$ cat src/rtl/ser_des_link.sv
// ser_des_link: single-lane serializer/deserializer.
// Frame: start(0) / data LSB-first / optional even parity / stop(1).
// Ports:
//   clk, reset           - clock (rising edge), asynchronous active-high reset
//   in_data/in_valid     - parallel word to transmit; in_ready = TX idle
//   ser_out              - serial TX line, idles high
//   ser_in               - asynchronous serial RX line (2-FF synchronised)
//   loopback             - 1: RX listens to ser_out; 0: RX listens to ser_in
//   out_data/out_valid   - last good received word and its 1-clk strobe
//   frame_err/parity_err - 1-clk strobes for bad stop bit / parity mismatch
module ser_des_link #(
    parameter int unsigned DATA_W       = 8,
    parameter int unsigned PARITY_EN    = 1,
    parameter int unsigned CLKS_PER_BIT = 4
) (
    input  logic              clk,
    input  logic              reset,
    input  logic [DATA_W-1:0] in_data,
    input  logic              in_valid,
    output logic              in_ready,
    output logic              ser_out,
    input  logic              ser_in,
    input  logic              loopback,
    output logic [DATA_W-1:0] out_data,
    output logic              out_valid,
    output logic              frame_err,
    output logic              parity_err
);

    localparam int unsigned CNT_W = (CLKS_PER_BIT > 1) ? $clog2(CLKS_PER_BIT) : 1;
    localparam int unsigned BIT_W = (DATA_W > 1) ? $clog2(DATA_W) : 1;
    localparam logic [CNT_W-1:0] LAST_CNT = CNT_W'(CLKS_PER_BIT - 1);
    localparam logic [CNT_W-1:0] HALF_CNT = CNT_W'(CLKS_PER_BIT / 2);
    localparam logic [BIT_W-1:0] LAST_BIT = BIT_W'(DATA_W - 1);

    typedef enum logic [2:0] {S_IDLE, S_START, S_DATA, S_PARITY, S_STOP} state_t;

    state_t              r_tx_state;
    logic [CNT_W-1:0]    r_tx_cnt;
    logic [BIT_W-1:0]    r_tx_bit;
    logic [DATA_W-1:0]   r_tx_shift;
    logic                r_tx_par;
    logic                r_ser_out;
    logic [DATA_W-1:0]   w_tx_next;
    logic                w_tx_bit_done;

    state_t              r_rx_state;
    logic [CNT_W-1:0]    r_rx_cnt;
    logic [BIT_W-1:0]    r_rx_bit;
    logic [DATA_W-1:0]   r_rx_shift;
    logic                r_rx_par;
    logic [1:0]          r_sync;
    logic                w_rx_line;
    logic                w_rx_bit_done;
    logic [DATA_W-1:0]   w_rx_shift_in;

    assign in_ready      = (r_tx_state == S_IDLE);
    assign ser_out       = r_ser_out;
    assign w_tx_next     = r_tx_shift >> 1;
    assign w_tx_bit_done = (r_tx_cnt == LAST_CNT);

    // TX: the line value for the next bit is registered at each bit boundary.
    always_ff @(posedge clk or posedge reset) begin
        if (reset) begin
            r_tx_state <= S_IDLE;
            r_tx_cnt   <= '0;
            r_tx_bit   <= '0;
            r_tx_shift <= '0;
            r_tx_par   <= 1'b0;
            r_ser_out  <= 1'b1;
        end else begin
            case (r_tx_state)
                S_IDLE: begin
                    r_ser_out <= 1'b1;
                    if (in_valid) begin
                        r_tx_shift <= in_data;
                        r_tx_par   <= ^in_data;
                        r_tx_cnt   <= '0;
                        r_ser_out  <= 1'b0;
                        r_tx_state <= S_START;
                    end
                end
                S_START: begin
                    if (w_tx_bit_done) begin
                        r_tx_cnt   <= '0;
                        r_tx_bit   <= '0;
                        r_ser_out  <= r_tx_shift[0];
                        r_tx_state <= S_DATA;
                    end else begin
                        r_tx_cnt <= r_tx_cnt + CNT_W'(1);
                    end
                end
                S_DATA: begin
                    if (w_tx_bit_done) begin
                        r_tx_cnt   <= '0;
                        r_tx_shift <= w_tx_next;
                        if (r_tx_bit == LAST_BIT) begin
                            if (PARITY_EN != 0) begin
                                r_ser_out  <= r_tx_par;
                                r_tx_state <= S_PARITY;
                            end else begin
                                r_ser_out  <= 1'b1;
                                r_tx_state <= S_STOP;
                            end
                        end else begin
                            r_tx_bit  <= r_tx_bit + BIT_W'(1);
                            r_ser_out <= w_tx_next[0];
                        end
                    end else begin
                        r_tx_cnt <= r_tx_cnt + CNT_W'(1);
                    end
                end
                S_PARITY: begin
                    if (w_tx_bit_done) begin
                        r_tx_cnt   <= '0;
                        r_ser_out  <= 1'b1;
                        r_tx_state <= S_STOP;
                    end else begin
                        r_tx_cnt <= r_tx_cnt + CNT_W'(1);
                    end
                end
                S_STOP: begin
                    if (w_tx_bit_done) begin
                        r_tx_cnt   <= '0;
                        r_tx_state <= S_IDLE;
                    end else begin
                        r_tx_cnt <= r_tx_cnt + CNT_W'(1);
                    end
                end
                default: r_tx_state <= S_IDLE;
            endcase
        end
    end

    // Two-flop synchroniser for the external line; idles high.
    always_ff @(posedge clk or posedge reset) begin
        if (reset) r_sync <= 2'b11;
        else       r_sync <= {r_sync[0], ser_in};
    end

    assign w_rx_line     = loopback ? r_ser_out : r_sync[1];
    assign w_rx_bit_done = (r_rx_cnt == LAST_CNT);
    assign w_rx_shift_in = (r_rx_shift >> 1) | (DATA_W'(w_rx_line) << (DATA_W - 1));

    // RX: start re-checked at half-bit, then one sample per bit period.
    always_ff @(posedge clk or posedge reset) begin
        if (reset) begin
            r_rx_state <= S_IDLE;
            r_rx_cnt   <= '0;
            r_rx_bit   <= '0;
            r_rx_shift <= '0;
            r_rx_par   <= 1'b0;
            out_data   <= '0;
            out_valid  <= 1'b0;
            frame_err  <= 1'b0;
            parity_err <= 1'b0;
        end else begin
            out_valid  <= 1'b0;
            frame_err  <= 1'b0;
            parity_err <= 1'b0;
            case (r_rx_state)
                S_IDLE: begin
                    if (!w_rx_line) begin
                        r_rx_cnt   <= '0;
                        r_rx_state <= S_START;
                    end
                end
                S_START: begin
                    if (r_rx_cnt == HALF_CNT) begin
                        r_rx_cnt <= '0;
                        if (w_rx_line) begin
                            r_rx_state <= S_IDLE;   // glitch, not a real start bit
                        end else begin
                            r_rx_bit   <= '0;
                            r_rx_par   <= 1'b0;
                            r_rx_state <= S_DATA;
                        end
                    end else begin
                        r_rx_cnt <= r_rx_cnt + CNT_W'(1);
                    end
                end
                S_DATA: begin
                    if (w_rx_bit_done) begin
                        r_rx_cnt   <= '0;
                        r_rx_shift <= w_rx_shift_in;
                        r_rx_par   <= r_rx_par ^ w_rx_line;
                        if (r_rx_bit == LAST_BIT) begin
                            r_rx_state <= (PARITY_EN != 0) ? S_PARITY : S_STOP;
                        end else begin
                            r_rx_bit <= r_rx_bit + BIT_W'(1);
                        end
                    end else begin
                        r_rx_cnt <= r_rx_cnt + CNT_W'(1);
                    end
                end
                S_PARITY: begin
                    if (w_rx_bit_done) begin
                        r_rx_cnt   <= '0;
                        r_rx_par   <= r_rx_par ^ w_rx_line;   // nonzero = mismatch
                        r_rx_state <= S_STOP;
                    end else begin
                        r_rx_cnt <= r_rx_cnt + CNT_W'(1);
                    end
                end
                S_STOP: begin
                    if (w_rx_bit_done) begin
                        r_rx_cnt   <= '0;
                        r_rx_state <= S_IDLE;
                        if (!w_rx_line) begin
                            frame_err <= 1'b1;
                        end else if ((PARITY_EN != 0) && r_rx_par) begin
                            parity_err <= 1'b1;
                        end else begin
                            out_data  <= r_rx_shift;
                            out_valid <= 1'b1;
                        end
                    end else begin
                        r_rx_cnt <= r_rx_cnt + CNT_W'(1);
                    end
                end
                default: r_rx_state <= S_IDLE;
            endcase
        end
    end

endmodule

$ cat config.mk
export PLATFORM = sky130hd
export DESIGN_NAME = ser_des_link
export DESIGN_NICKNAME = d
export VERILOG_FILES = /design/src/rtl/ser_des_link.sv
export SDC_FILE = /design/constraint.sdc
export NUM_CORES = 1
export LEC_CHECK = 0
export BUFFER_PORTS_ARGS = -buffer_cell sky130_fd_sc_hd__buf_2
export CAP_MARGIN = 20
export CORE_AREA = 2 2 82 84
export CTS_BUF_LIST = sky130_fd_sc_hd__clkbuf_4
export DETAILED_ROUTE_END_ITERATION = 6
export DIE_AREA = 0 0 84 86
export PLACE_DENSITY = 0.58
export SYNTH_ARGS = -nofsm -noshare
export SYNTH_HDL_FRONTEND = slang
export SYNTH_SLANG_ARGS = --single-unit
$ cat constraint.sdc
create_clock -name clk -period 1.95 [get_ports clk]
set_input_delay 0.39 -clock clk [delete_from_list [all_inputs] [get_ports clk]]
set_output_delay 0.39 -clock clk [all_outputs]
set_load 0.005 [all_outputs]
Yosys cells after proc, flatten, opt, wreduce, memory -nomap -nowiden
Index checks and enable logic that the tools add are counted.
{"block": "totals", "word_cells": 132, "in_bits": 13, "out_inout_bits": 13, "register_bits": 48}
{"block": "op_classes", "n_addsub": 4, "n_reduce_logical": 25, "eq_ne": 29, "n_bitwise": 3, "muxes": 55}
{"cell": "$mux W3", "n": 18}
{"cell": "$ne A2 B2 Y1 const B", "n": 15}
{"cell": "$pmux W3 S5", "n": 2}
{"cell": "$mux W1", "n": 20}
{"cell": "$mux W8", "n": 2}
{"cell": "$pmux W8 S2", "n": 1}
{"cell": "$reduce_and A4 Y1", "n": 4}
{"cell": "$eq A3 B2 Y1 const B", "n": 4}
{"cell": "$eq A3 B3 Y1 const B", "n": 4}
{"cell": "$mux W2", "n": 6}
{"cell": "$pmux W3 S2", "n": 2}
{"cell": "$reduce_and A6 Y1", "n": 2}
{"cell": "$reduce_bool A2 Y1", "n": 5}
{"cell": "$or A7 B8 Y8", "n": 1}
{"cell": "$reduce_and A2 Y1", "n": 4}
{"cell": "$reduce_xor A8 Y1", "n": 1}
{"cell": "$add A3 B1 Y3 const B", "n": 2}
{"cell": "$eq A2 B2 Y1 const B", "n": 3}
{"cell": "$eq A3 B1 Y1 const B", "n": 2}
{"cell": "$logic_not A3 Y1", "n": 2}
{"cell": "$pmux W2 S3", "n": 1}
{"cell": "$reduce_and A5 Y1", "n": 1}
{"cell": "$add A2 B1 Y2 const B", "n": 2}
{"cell": "$pmux W1 S4", "n": 1}
{"cell": "other kinds (11)", "n": 11}

Longest topological paths before layout
Gate-level depths: netlist of the first run.
{"block": "logic_depth", "depth_word": 4, "ltp_mapped": 7}

Worst setup path before layout of the first run
Ideal clock, no wire load.
{"block": "synth_path", "kind": "reg2reg", "start": "register r_rx_cnt[0]", "end": "register r_rx_shift[0]", "required_time_ns": 1.825, "n_path_buf": 2, "synth_period_minus_slack_ns": 1.583, "t_arrival_ns": 1.458, "stages_incl_launch_ff": 7, "path_slack_ns": 0.367, "cell_sequence": "dfrtp_1 -> ha_1 -> buf_4 -> nand2_1 -> nor3_2 -> buf_4 -> mux2_2"}
{"block": "synth_between", "elab_chain_cells": 2}
{"item": "start: declaration", "line_no": "48", "rtl": "logic [CNT_W-1:0] r_rx_cnt;"}
{"item": "start signal: assignment", "line_no": "179", "rtl": "r_rx_cnt <= r_rx_cnt + CNT_W'(1);"}
{"item": "start signal: assignment", "line_no": "193", "rtl": "r_rx_cnt <= r_rx_cnt + CNT_W'(1);"}
{"item": "start signal: assignment", "line_no": "202", "rtl": "r_rx_cnt <= r_rx_cnt + CNT_W'(1);"}
{"item": "$eq A2 B2 Y1", "line_no": "142", "rtl": "assign w_rx_bit_done = (r_rx_cnt == LAST_CNT);"}
{"item": "$reduce_and A2 Y1 (no source line)"}
{"item": "end signal: assignment", "line_no": "185", "rtl": "r_rx_shift <= w_rx_shift_in;"}
{"item": "end: declaration", "line_no": "50", "rtl": "logic [DATA_W-1:0] r_rx_shift;"}
No other way between the ends.
A chain may end at the register's enable or synchronous reset.

Final worst setup path of the first run
{"block": "layout_path", "start": "register r_tx_state[1]", "end": "output in_ready"}
{"block": "layout_between", "elab_chain_cells": 1}
{"item": "start: declaration", "line_no": "38", "rtl": "state_t r_tx_state;"}
{"item": "start signal: assignment", "line_no": "65", "rtl": "r_tx_state <= S_IDLE;"}
{"item": "start signal: assignment", "line_no": "80", "rtl": "r_tx_state <= S_START;"}
{"item": "start signal: assignment", "line_no": "88", "rtl": "r_tx_state <= S_DATA;"}
{"item": "$logic_not A3 Y1", "line_no": "57", "rtl": "assign in_ready = (r_tx_state == S_IDLE);"}
{"item": "end: declaration", "line_no": "20", "rtl": "output logic in_ready,"}
No other way between the ends.

==> results of run 1 <==
logic make-up (layout without fill, tap and decap cells):
kind of cell,count (synthesis),count (layout)
mux,25,25
compound gates,51,51
xor+xnor,8,8
simple gates,58,58
fa+ha+maj,11,11
flops,48,48
buf+inv,23,57
state kept, by name, indices dropped and copies added, names as in the netlist, 2 cells and up:
signal and cells:
out_data 8, r_rx_bit 3, r_rx_cnt 2, r_rx_shift 8, r_rx_state 3, r_sync 2
r_tx_bit 3, r_tx_cnt 2, r_tx_shift 8, r_tx_state 3
final timing paths:
check | start | endpoint | slack, ps
hold / removal | ser_in | r_sync[0]$_DFF_PP1_ | 120
max in group asynchronous | reset | ser_out$_DFFE_PP1P_ | 890
setup / recovery | r_tx_state[1]$_DFFE_PP0P_ | in_ready | 100
setup reg to reg | r_rx_cnt[0]$_DFFE_PP0P_ | r_rx_shift[3]$_DFFE_PP0P_ | 350
hold reg to reg | r_sync[0]$_DFF_PP1_ | r_sync[1]$_DFF_PP1_ | 370
min in group asynchronous | reset | r_tx_shift[7]$_DFFE_PP0P_ | 510
layer usage:
layer / global-route usage / up-vias
met5: 0 / -
li1: - / 847
met1: 0.1967 / 811
met2: 0.2058 / 24
met3: 0.02887 / 6
met4: 0.04399 / 0
per-stage QoR:
step	cell area (sq um)	power, uW
global placement	2666	2722
finish	2784	3364
floorplan	2447	2470
detailed placement	2666	2744
CTS	2761	3371
global route	2784	3692
Yosys cell counts (2+ instances only):
cell type  instances  area, sq um
a211oi_1           3        22.52
a21oi_1            7        35.03
a221o_1            3        30.03
a22oi_1            3        22.52
a31oi_1            2        12.51
a32o_1             2        20.02
and2_1             2        12.51
and2b_1            2        15.01
and3_1             2        12.51
buf_2              3        15.01
buf_4              3        22.52
buf_6              2        22.52
clkbuf_1           2        7.510
dfrtp_1           45         1126
dfstp_2            3        78.83
ha_1              11        137.6
inv_1             11        41.29
inv_2              2        7.510
mux2_2            15        168.9
mux2i_1            9        90.09
nand2_1           19        71.32
nor2_1            16        60.06
nor2b_1            4        25.02
nor3_1             4        20.02
o21ai_0           12        60.06
o21ai_1            9        45.04
o31ai_1            2        15.01
xnor2_1            8        70.07
cell type report:
class,instances,area [sq um]
well taps,77,96.34
multi-input cells,153,1126
repair buffers,36,222.7
fillers,605,3493
clock inverters,3,46.29
flip-flops and latches,48,1206
clock buffers,5,37.54
inverters,13,48.80
power by group through the flow:
stage,clock [uW],sequential [uW],combinational [uW]
after floorplan,0,1420,1050
after global placement,0,1540,1180
after detailed placement,0,1540,1200
after CTS,632,1530,1210
after global routing,681,1560,1450
final,601,1510,1260
what timing repair did:
item	CTS	global route
gates resized for setup	1	0
hold buffers	1	0
hold endpoints to repair	12	0
buffers inserted	0	3
setup endpoints to repair	1	1
==> results.cfg, run 1 <==
[final_layout]
num_antenna_cells = 0
final_common_cell = dfrtp_1
fin_nets = 281
fin_util = 0.4435
most-common-layout-cells = dfrtp_1, buf_2, nand2_1
stdcell_count = 335
drive_above_1_share = 0.2907
syn_to_final_growth_pct = 13.75

[grt]
antenna_found_initial = 0
grt_usage = 0.1363
grt_first_pass_wirelength_microns = 7997
grt_max_degree = 25
grt_pass1_vias = 1693
grt_overflow = 0

[power_and_ir_drop]
netSwitchingFraction = 0.3663
p_per_area_mw_per_mm2 = 1208
peakVddDrop_v = 0.0004402
internal_power_uw = 2132
switchingPower_uw = 1232
comb_power_share = 0.374
p_leak_uw = 0.001337
pwr-share-clk = 0.179
p_seq_frac = 0.448

[worst_hold_path]
hold_path_class = input pin to flop
whs_path_depth = 1

[synth]
synth_compound_area_frac = 0.1370
synthFlopType = dfrtp_1
synth_mux_area_frac = 0.1115
synth.distinct_cells = 46
async_reset_ff_frac = 1.000
synth_top_family_by_area = compound AO/OA/AOI/OAI gates
synth_fa_ha_area_frac = 0.05624
netlist_instances = 224
yosys.area_share.simple = 0.1268
synth_xor_area_frac = 0.02863
syn_nets = 248
syn-cell-area_sq_mm = 0.002447
syn_avg_cell_area_sq_um = 10.93
yosysWarnings = 0
synth-edff-count = 0
synth.ff_latch_count = 48
seq_area_frac_synth = 0.4923

[timing]
whs_ps = 116.8
fmaxAchievable_mhz = 540.2
final_hold_viol_count = 0
finalClockSkew_ps = 14.26
max_slew_margin = 0.6501
final-max-slew-violation-count = 0
tightest_slew_ps = 523.2
post-route-period-util = 0.9493
rsz0062_at_grt = false
tns_ps = 0
setup_viol = 0
min_period_ps = 1851
fin_ws_ps = 98.88

[die]
pin_count = 26
std_cell_rows = 29
core_area_sq_mm = 0.006277
start_util = 0.3899
dieArea_sq_mm = 0.007224
die_w_microns = 84
die_h_microns = 86

[critical_path]
path_cells = or2_2 > nor2_1 > buf_2
crit_path_start_kind = flop
cp_max_fo = 7
path_delay_family = simple AND/OR/NAND/NOR gates
path_buf_inv = 1
slowest_stage = dfrtp_1
end_kind = output pin
crit_path_max_incr_delay_ps = 480
worstRegToRegCells = 5
cp_num_cells = 3
worst_ep_required_time_ps = 1560
critPathKind = flop to output pin
crit_arrival_ps = 1460

[routing]
dr.pass1.iters = 4
first_iter_violations = 113
drc_errors = 0
antenna_left = 0
vias_per_cell = 5.039
routed.top_layer = met4
wl_microns = 4366
wl_met1_microns = 2256
via_count = 1688
drt-wirelength-per-cell_microns = 13.03
dr_wl_met3_microns = 110
met2_length_microns = 1935

[placed_design]
dpl.cell_count = 323
pre_cts_ws_ps = 269.2
gp_congestion = 0.7479
io_buffers = 25
hpwl_microns = 3129

[cts]
clk_path_buf_depth = 2
numCtsBuffers = 5
clk_latency_ps = 360
h-tree-depth = 2
cts_sinks = 48
clk_pin_slew_ps = 150
root_buffer = clkbuf_4
cts_tree = built

[status]
status = completed

[job]
cap_viol_max_count = 0
Power figures use the tool's default switching activity.
==> inputs of run 2 (changes only) <==
- CORE_AREA: 2 2 82 84 -> 2 2 122 65
- DIE_AREA: 0 0 84 86 -> 0 0 124 67
- PLACE_DENSITY: 0.58 -> 0.53
==> results.cfg, run 2 (synthesis gave the netlist of run 1 again) <==
[status]
status = completed

[critical_path]
slowest_stage = dfrtp_1
crit_path_start_kind = flop
end_kind = output pin
path_cells = or2_2 > nor2_1 > buf_2
crit_path_max_incr_delay_ps = 480
worst_ep_required_time_ps = 1560
cp_max_fo = 7
critPathKind = flop to output pin
crit_arrival_ps = 1450

[grt]
grt_overflow = 0
grt_usage = 0.1278
grt_max_degree = 32
antenna_found_initial = 0
grt_first_pass_wirelength_microns = 8038
grt_pass1_vias = 1649

[placed_design]
hpwl_microns = 3428
dpl.cell_count = 341
gp_congestion = 0.7903
io_buffers = 25

[final_layout]
fin_nets = 278
final_common_cell = dfrtp_1
drive_above_1_share = 0.2784
num_antenna_cells = 0
most-common-layout-cells = dfrtp_1, buf_2, nand2_1
reg_top3 = out_data: 8 flops, r_rx_shift: 8 flops, r_tx_shift: 8 flops
stdcell_count = 351
syn_to_final_growth_pct = 12.68
fillCellCount = 705

[cts]
h-tree-depth = 2
clk_latency_ps = 370
numCtsBuffers = 5
clk_pin_slew_ps = 140
root_buffer = clkbuf_4
cts_tree = built
cts_sinks = 48
clk_path_buf_depth = 2

[power_and_ir_drop]
p_total_uw = 3238
p_leak_uw = 0.001306
switchingPower_uw = 1269
netSwitchingFraction = 0.3919
internal_power_uw = 1969
comb_power_share = 0.391
pwr-share-clk = 0.146
peakVddDrop_v = 0.0004879
p_seq_frac = 0.462
p_per_area_mw_per_mm2 = 1174

[die]
die_w_microns = 124
die_h_microns = 67
std_cell_rows = 22
pin_count = 26
start_util = 0.3420
dieArea_sq_mm = 0.008308
core_area_sq_mm = 0.007157

[timing]
rsz0062_at_grt = false
setup_viol = 0
min_period_ps = 1838
post-route-period-util = 0.9424
max_slew_margin = 0.6582
final_hold_viol_count = 0
fmaxAchievable_mhz = 544.1
finalClockSkew_ps = 9.760
tns_ps = 0
tightest_slew_ps = 511.1
final-max-slew-violation-count = 0

[routing]
drc_errors = 0
via_count = 1679
wl_microns = 4763
vias_per_cell = 4.783
drt-wirelength-per-cell_microns = 13.57
first_iter_violations = 142
antenna_left = 0
dr.pass1.iters = 4

[job]
cap_viol_max_count = 0

[worst_hold_path]
hold_path_class = input pin to flop
[run 2: area by class of cell]
class                           count  area [sq um]  share of cell area
Clock buffer                        5         37.54             0.01361
Clock inverter                      3         18.77            0.006806
Inverter                           13         48.80             0.01770
Multi-Input combinational cell    153          1126              0.4083
Sequential cell                    48          1206              0.4374
Tap cell                           96         120.1             0.04356
Timing Repair Buffer               33         200.2             0.07260
[run 2: worst max-delay path, delay by kind of cell, from the launching register on]
family,cells,cell delay (ps)
buffers and inverters,1,130
DFF,1,480
and+or+nand+nor,2,470
[run 2: layer usage]
| layer | routed length [microns] | track usage | vias to the layer above |
|---|---|---|---|
| met5 | 0 | 0 | - |
| met4 | 19 | 0.03371 | 0 |
| met3 | 211 | 0.04366 | 2 |
| met2 | 1877 | 0.1731 | 30 |
| met1 | 2655 | 0.1895 | 802 |
| li1 | - | - | 845 |
[run 2: final timing paths]
path,startpoint,to,slack (ps),cells past startpoint
min,ser_in,r_sync[0]$_DFF_PP1_,100,1
min in group asynchronous,reset,out_valid$_DFF_PP0_,540,3
max,r_tx_state[1]$_DFFE_PP0P_,in_ready,110,3
max reg2reg,r_rx_state[1]$_DFFE_PP0P_,r_rx_shift[4]$_DFFE_PP0P_,310,4
min reg2reg,r_sync[0]$_DFF_PP1_,r_sync[1]$_DFF_PP1_,370,0
max in group asynchronous,reset,r_sync[0]$_DFF_PP1_,820,4
[run 2: metrics by stage]
step	utilization	hold WS, ps	setup WS, ps	instance area (sq um)
4_1_cts	0.3853	78.21	73.27	2758
5_1_grt	0.3853	61.75	17.26	2758
3_5_place_dp	0.3748	352.9	289.2	2683
6_report	0.3853	104.2	112.2	2758
2_1_floorplan	-	345.2	367.3	2447
3_3_place_gp	0.3748	350.7	322.1	2683
[run 2: power groups by stage]
stage                     sequential [uW]  clock (uW)  combinational [uW]
after floorplan                      1420           0                1050
after global placement               1540           0                1200
after detailed placement             1550           0                1220
after CTS                            1500         496                1280
after global routing                 1550         545                1450
final                                1500         474                1270
[run 2: what timing repair did]
action                                  in CTS  in global routing
endpoints found under the hold margin       17                  0
hold buffers                                 1                  0
endpoints found under the setup margin       1                  0
buffers inserted                             1                  0
gates resized for setup                      1                  0
